### src/rtl/gate_sequencer.sv
// gate_sequencer: barrier gate controller that tracks a car through beams A then B and pulses passed per traversal
// Ports: clock, reset (sync, active-high); req, permit (admission request/grant);
//        sens_a, sens_b (outer/inner beam blocked); gate_open, busy (state decode);
//        passed (one-cycle pulse per full traversal); aborted (one-cycle pulse on OPEN timeout).
// Optional feature: define GATE_TIMEOUT_EN to abort an opening left unused for TIMEOUT_CYCLES.
module gate_sequencer #(
    parameter int CLEAR_CYCLES   = 50_000_000,
    parameter int TIMEOUT_CYCLES = 500_000_000
) (
    input  logic clock,
    input  logic reset,
    input  logic req,
    input  logic permit,
    input  logic sens_a,
    input  logic sens_b,
    output logic gate_open,
    output logic passed,
    output logic aborted,
    output logic busy
);
    localparam int MAXC = CLEAR_CYCLES > TIMEOUT_CYCLES ? CLEAR_CYCLES : TIMEOUT_CYCLES;
    localparam int W = $clog2(MAXC + 1);
    typedef enum logic [2:0] {IDLE, OPEN, A_ONLY, BOTH, B_ONLY, CLEAR} state_t;
    state_t state, nxt;
    logic [W-1:0] cnt;
    logic done, to;
    assign done = cnt == W'(CLEAR_CYCLES - 1);
`ifdef GATE_TIMEOUT_EN
    assign to = cnt == W'(TIMEOUT_CYCLES - 1);
`else
    assign to = 1'b0;
`endif
    assign gate_open = state != IDLE;
    assign busy = state != IDLE;
    always_comb begin
        nxt = state;
        case (state)
            IDLE:   nxt = req && permit ? OPEN : IDLE;
            OPEN:   nxt = sens_a && !sens_b ? A_ONLY : to ? IDLE : OPEN;
            A_ONLY: nxt = sens_b ? BOTH : !sens_a ? OPEN : A_ONLY;
            BOTH:   nxt = !sens_a && sens_b ? B_ONLY : sens_a && !sens_b ? A_ONLY :
                          !sens_a && !sens_b ? OPEN : BOTH;
            B_ONLY: nxt = sens_a ? BOTH : !sens_b ? CLEAR : B_ONLY;
            // a following car takes over the open gate without a new request
            CLEAR:  nxt = sens_a ? A_ONLY : sens_b ? OPEN : done ? IDLE : CLEAR;
            default: nxt = IDLE;
        endcase
    end
    always_ff @(posedge clock) begin
        if (reset) begin
            state  <= IDLE;
            cnt    <= '0;
            passed <= 1'b0;
        end else begin
            state  <= nxt;
            // one shared counter serves both hold-off and timeout; it restarts on every state change
            cnt    <= nxt != state ? '0 : &cnt ? cnt : cnt + 1'b1;
            passed <= state == B_ONLY && nxt == CLEAR;
        end
    end
`ifdef GATE_TIMEOUT_EN
    always_ff @(posedge clock) begin
        if (reset) aborted <= 1'b0;
        else aborted <= state == OPEN && nxt == IDLE;
    end
`else
    assign aborted = 1'b0;
`endif
endmodule

### config.mk
export PLATFORM = sky130hd
export DESIGN_NAME = gate_sequencer
export DESIGN_NICKNAME = d
export VERILOG_FILES = /design/src/rtl/gate_sequencer.sv
export SDC_FILE = /design/constraint.sdc
export NUM_CORES = 1
export LEC_CHECK = 0
export CAP_MARGIN = 25
export CELL_PAD_IN_SITES_DETAIL_PLACEMENT = 1
export CELL_PAD_IN_SITES_GLOBAL_PLACEMENT = 2
export CORE_MARGIN = 1
export CORE_UTILIZATION = 30
export CTS_BUF_LIST = sky130_fd_sc_hd__clkbuf_4 sky130_fd_sc_hd__clkbuf_8 sky130_fd_sc_hd__clkbuf_16
export CTS_CLUSTER_DIAMETER = 200
export DETAILED_ROUTE_END_ITERATION = 8
export GPL_ROUTABILITY_DRIVEN = 0
export PLACE_DENSITY = 0.65
export SYNTH_ARGS = -nofsm -noshare
export SYNTH_HDL_FRONTEND = slang
export SYNTH_SLANG_ARGS = --single-unit
### constraint.sdc
create_clock -name clock -period 2.4 [get_ports clock]
set_input_delay 0.48 -clock clock [delete_from_list [all_inputs] [get_ports clock]]
set_output_delay 0.48 -clock clock [all_outputs]
set_load 0.05 [all_outputs]
-- Word-level counts from Yosys, hierarchy flattened
Cells that the tools add are included.
- ROM bits: 0
- logic and storage cells: 36
- bits of input ports: 6
- memories kept: 0
- register bits: 33
- output and inout port bits: 4
- latch bits: 0
- RAM bits: 0
- order comparisons: 0
- bitwise gates (word level): 0
- $add $sub $neg: 1
- reductions and logical operators: 11
- $mul: 0
- div/mod/pow operators: 0
- shift operators: 0
- equality and inequality tests: 8
- mux-type cells: 13
- operators with widths (cell ; number):
    $add 29x1->29 const B ; 1
    $eq 29x26->1 const B ; 1
    $reduce_and 29->1 ; 1
    $pmux 3 s6 ; 1
    $mux 3 ; 5
    $mux 2 ; 5
    $eq 3x3->1 const B ; 3
    $eq 3x2->1 const B ; 2
    $logic_and 1x1->1 ; 5
    $eq 3x1->1 const B ; 1
    $logic_not 3->1 ; 1
    $ne 3x3->1 ; 1
    $reduce_bool 3->1 ; 1
    $logic_not 1->1 ; 2
    $mux 1 ; 2
    $reduce_or 2->1 ; 1

-- Depth between registers and ports, before layout
- word-level depth: 8
- gate-level depth with buffers: 9
- mapped depth without buffers: 7

-- Worst setup path before layout
Ideal clock, no wire load.
- path type: register -> register
- start point: register cnt[0]
- end point: register cnt[1]
- setup slack: 0.321 ns
- data required time: 2.283 ns
- stages on the path, launching flop included: 9
- buffers on the path: 2
- period minus slack after synthesis: 2.079 ns
- library setup time: 0.117 ns
- arrival: 1.962 ns
- cell sequence: dfxtp_1 > ha_1 > nand3_2 > nor4_2 > and3_1 > buf_2 > buf_2 > mux2i_1 > nor2_1
- word-level cells in the longest chain between the ends: 7
- elaborated cells on any way between the ends: 9
- those cells by class: add/sub (1); eq/ne (2); mux (4); reduce/logical (2)
- ends and longest elaborated chain (element ; RTL line ; RTL):
    start: declaration ; 25 ; logic [W-1:0] cnt;
    start signal: assignment ; 57 ; cnt <= nxt != state ? '0 : &cnt ? cnt : cnt + 1'b1;
    $eq 29x26->1 ; 27 ; assign done = cnt == W'(CLEAR_CYCLES - 1);
    $mux 3 (3 in a row) ; 45 ; CLEAR: nxt = sens_a ? A_ONLY : sens_b ? OPEN : done ? IDLE : CLEAR;
    $pmux 3 s6 ; 37 ; case (state)
    $ne 3x3->1 ; 57 ;
    $reduce_or 2->1 (no source line) ; - ;
Several ways; a longest one is shown, not always the timed one.
A chain may end at the register's enable or synchronous reset.

-- Worst setup path in the final report
- start point: input port sens_a
- end point: register cnt[12]
- word-level cells in the longest chain between the ends: 8
- elaborated cells on any way between the ends: 15
- those cells by class: eq/ne (1); mux (9); reduce/logical (5)
- ends and longest elaborated chain (element ; RTL line ; RTL):
    start: declaration ; 14 ; input logic sens_a,
    $logic_not 1->1 ; 41, 42 ;
    $logic_and 1x1->1 ; 42 ; !sens_a && !sens_b ? OPEN : BOTH;
    $mux 2 ; 42 ;
    $mux 2 ; 41 ; BOTH: nxt = !sens_a && sens_b ? B_ONLY : sens_a && !sens_b ? A_ONLY :
    $mux 3 ; 41 ;
    $pmux 3 s6 * ; 37 ;
    $ne 3x3->1 * ; 57 ;
    $reduce_or 2->1 (no source line) * ; - ;
Mark *: on every way between the ends. The rest lies on a longest branch, timed or not.

==> out/summary.txt <==
Outcome = finished, final reports clean
Final period util = 95.0%
WHS Path Cells = 2
Post-synth EDFFs = 0
Commonest register cell after synthesis = dfxtp_1
Post-synth ARST share = 0%
Row Count = 28
DR WL met2 = 2470 um
Final HPWL DP = 3870 um
CTS Sinks = 33
Placed Cells = 321
Post-Route Setup TNS = 0 ns
Setup CP Type = input port to flip-flop
GRT Util Overall = 16.8%
Crit-path cells = clkdlybuf4s50_1, inv_1, ha_1, mux2_2, a22o_1, o21ai_0, o211ai_1, buf_4, nor3b_1
Final total power = 1.24 mW
Hold slack = 0.501 ns
Die area = 6650 sq um
Netlist cell types = 55
DIE HEIGHT = 81.5 um
PD cells = 539 nW/um^2
Filler-free cell count of the finished design = 329
DRT Pass-1 Iters = 4
Most common cell after layout, fill and taps aside = dfxtp_1
DR top layer = met4
Max clock buf depth = 2
Area post-placement = 2160 sq um
Nets = 263
Gate power share = 9.4%
Post-Place Worst Slack = -0.241 ns
Flop pwr share = 45.3%
Finished Cell Area = 2290 sq um
Ports = 10
Cell Area, Synth = 1900 sq um
Drt wl/cell = 15.4 um
FMAX = 439 MHz
Layout Utilization = 38.0%
Vias in the first global route = 1889
Critical-path top delay cell = clkdlybuf4s50_1
DR iter-0 viols = 106
Internal Power = 952 uW
Tmin final = 2.28 ns
Peak VDD IR = 0.259 mV
CTS tree = built
Worst Setup Start Kind = input port
Final Hold Vio Count = 0
Yosys reg bits = 33
Post-route ant nets = 0
Clk_skew = 0.00558 ns
Vias/cell = 5.47
Vias = 1799
Starting Density = 31.5%
Reg clk slew, reported paths = 0.07 ns
CP Max Fanout = 14
Main area contributors after synthesis = dfxtp_1, a21oi_1, nor2_1, xnor2_1, nand2_1
CP Capture Type = flip-flop
Avg Cell Area, Syn = 8.22 sq um
Sw power = 283 uW
DRC errors left = 0
Worst-Skew Late Latency = 0.28 ns
Clock group share of total power = 45.3%
Hold WC Path Type = flip-flop to flip-flop
Commonest cells after routing, fill and taps aside = dfxtp_1, nor2_1, nand2_1
Post-Route M1 WL = 2390 um
Seq. cell area = 661 sq um
Max-slew violation count = 0
Port-buffer cells = 8
Max-Cap Viols = 0
Cell accounting for the most synthesized area = dfxtp_1
Synth warn = 0
GRT overflow = 0
Post-synth net total = 241
Multi-input gate area = 1160 sq um
Mapped Cells = 231
CTS buffer count = 5
Switching Share = 22.9%
R2R depth = 5
Sequential fraction of the synthesis area = 34.8%
WL final = 5060 um
H-tree Lvls = 2
Setup violators final = 0
Max stage delay on crit path = 0.48 ns
P_leak = 0.712 nW
RSZ-0062 raised after global routing = yes
Initial antenna violation count = 0
Worst Setup Slack, final = 0.120 ns
Largest net degree at the start of global routing = 16
Ant diodes = 0
First-pass GRT wire length = 8540 um
CORE AREA = 6030 sq um
Met3 wire len = 118 um
Die Width = 81.5 um
Post-CTS Hold Buffers = 0
P&R area growth vs syn = 20.6%
Critical Path AT = 2.49 ns
Fillers = 736
Share of cells above drive strength 1 = 18.9%
Critical path required time = 2.61 ns
Top cell type's share of synthesized area = 34.8%
Clk root buf = clkbuf_8
[final timing paths]
kind	slack (ns)	startpoint	end
max	0.12	sens_a	cnt[12]
min	0.50	cnt[23]	cnt[23]
max reg2reg	0.17	cnt[5]	cnt[25]
min reg2reg	0.50	cnt[23]	cnt[23]
[state kept, by name, indices dropped and copies added (netlist names)]
name and flops:
cnt 29, passed 1, state 3
[layer usage]
layer | vias to the layer above | track usage [%]
li1 | 899 | -
met1 | 872 | 20.8
met2 | 19 | 28.6
met3 | 9 | 3.11
met4 | 0 | 6.79
met5 | - | 0
[power groups by stage]
stage	clock, mW	sequential [mW]	combinational [mW]
6_report	0.559	0.560	0.116
5_1_grt	0.597	0.560	0.126
4_1_cts	0.579	0.559	0.115
3_5_place_dp	0	0.572	0.115
3_3_place_gp	0	0.571	0.112
2_1_floorplan	0	0.572	0.0716
[cells in the mapped netlist (5+ instances only)]
cell	number
or4_1	6
o21ai_0	10
dfxtp_1	33
a21oi_1	18
nor2_1	24
nand4_1	6
xnor2_1	10
clkbuf_1	7
nand3_1	9
a211oi_1	5
or3_1	7
inv_1	6
o31ai_1	7
nand2_1	21
[logic make-up (layout without fill, tap and decap cells)]
family | after synthesis | in the layout | synth area share [%]
AOI/OAI and AO/OA | 59 | 59 | 20.9
xor gates and xnor gates | 11 | 11 | 5.08
adders and majority gates | 4 | 4 | 2.64
buffers and inverters | 19 | 42 | 4.42
DFF | 33 | 33 | 34.8
muxes | 4 | 4 | 2.24
other | 1 | 1 | 0.198
and+or+nand+nor | 100 | 100 | 29.7
[critical path, delay by kind of cell]
kind | cells | cell delay (ns)
AO/OA/AOI/OAI | 3 | 0.49
AND/OR/NAND/NOR | 1 | 0.19
buffers and inverters | 3 | 0.75
adder cells (fa/ha/maj) | 1 | 0.30
multiplexers | 1 | 0.26
[area by class of cell]
type,instances,area share [%]
repair buffers,28,10.1
flip-flops and latches,33,28.9
well taps,75,4.10
inverters,6,0.984
clock inverters,1,1.31
multi-input cells,179,50.8
clock buffers,7,3.93
[timing repair]
action	4_1_cts	5_1_grt
gates resized for setup	0	2
buffers inserted	0	0
setup endpoints to repair	0	29
Note: power is estimated with default switching activity, not from simulation.
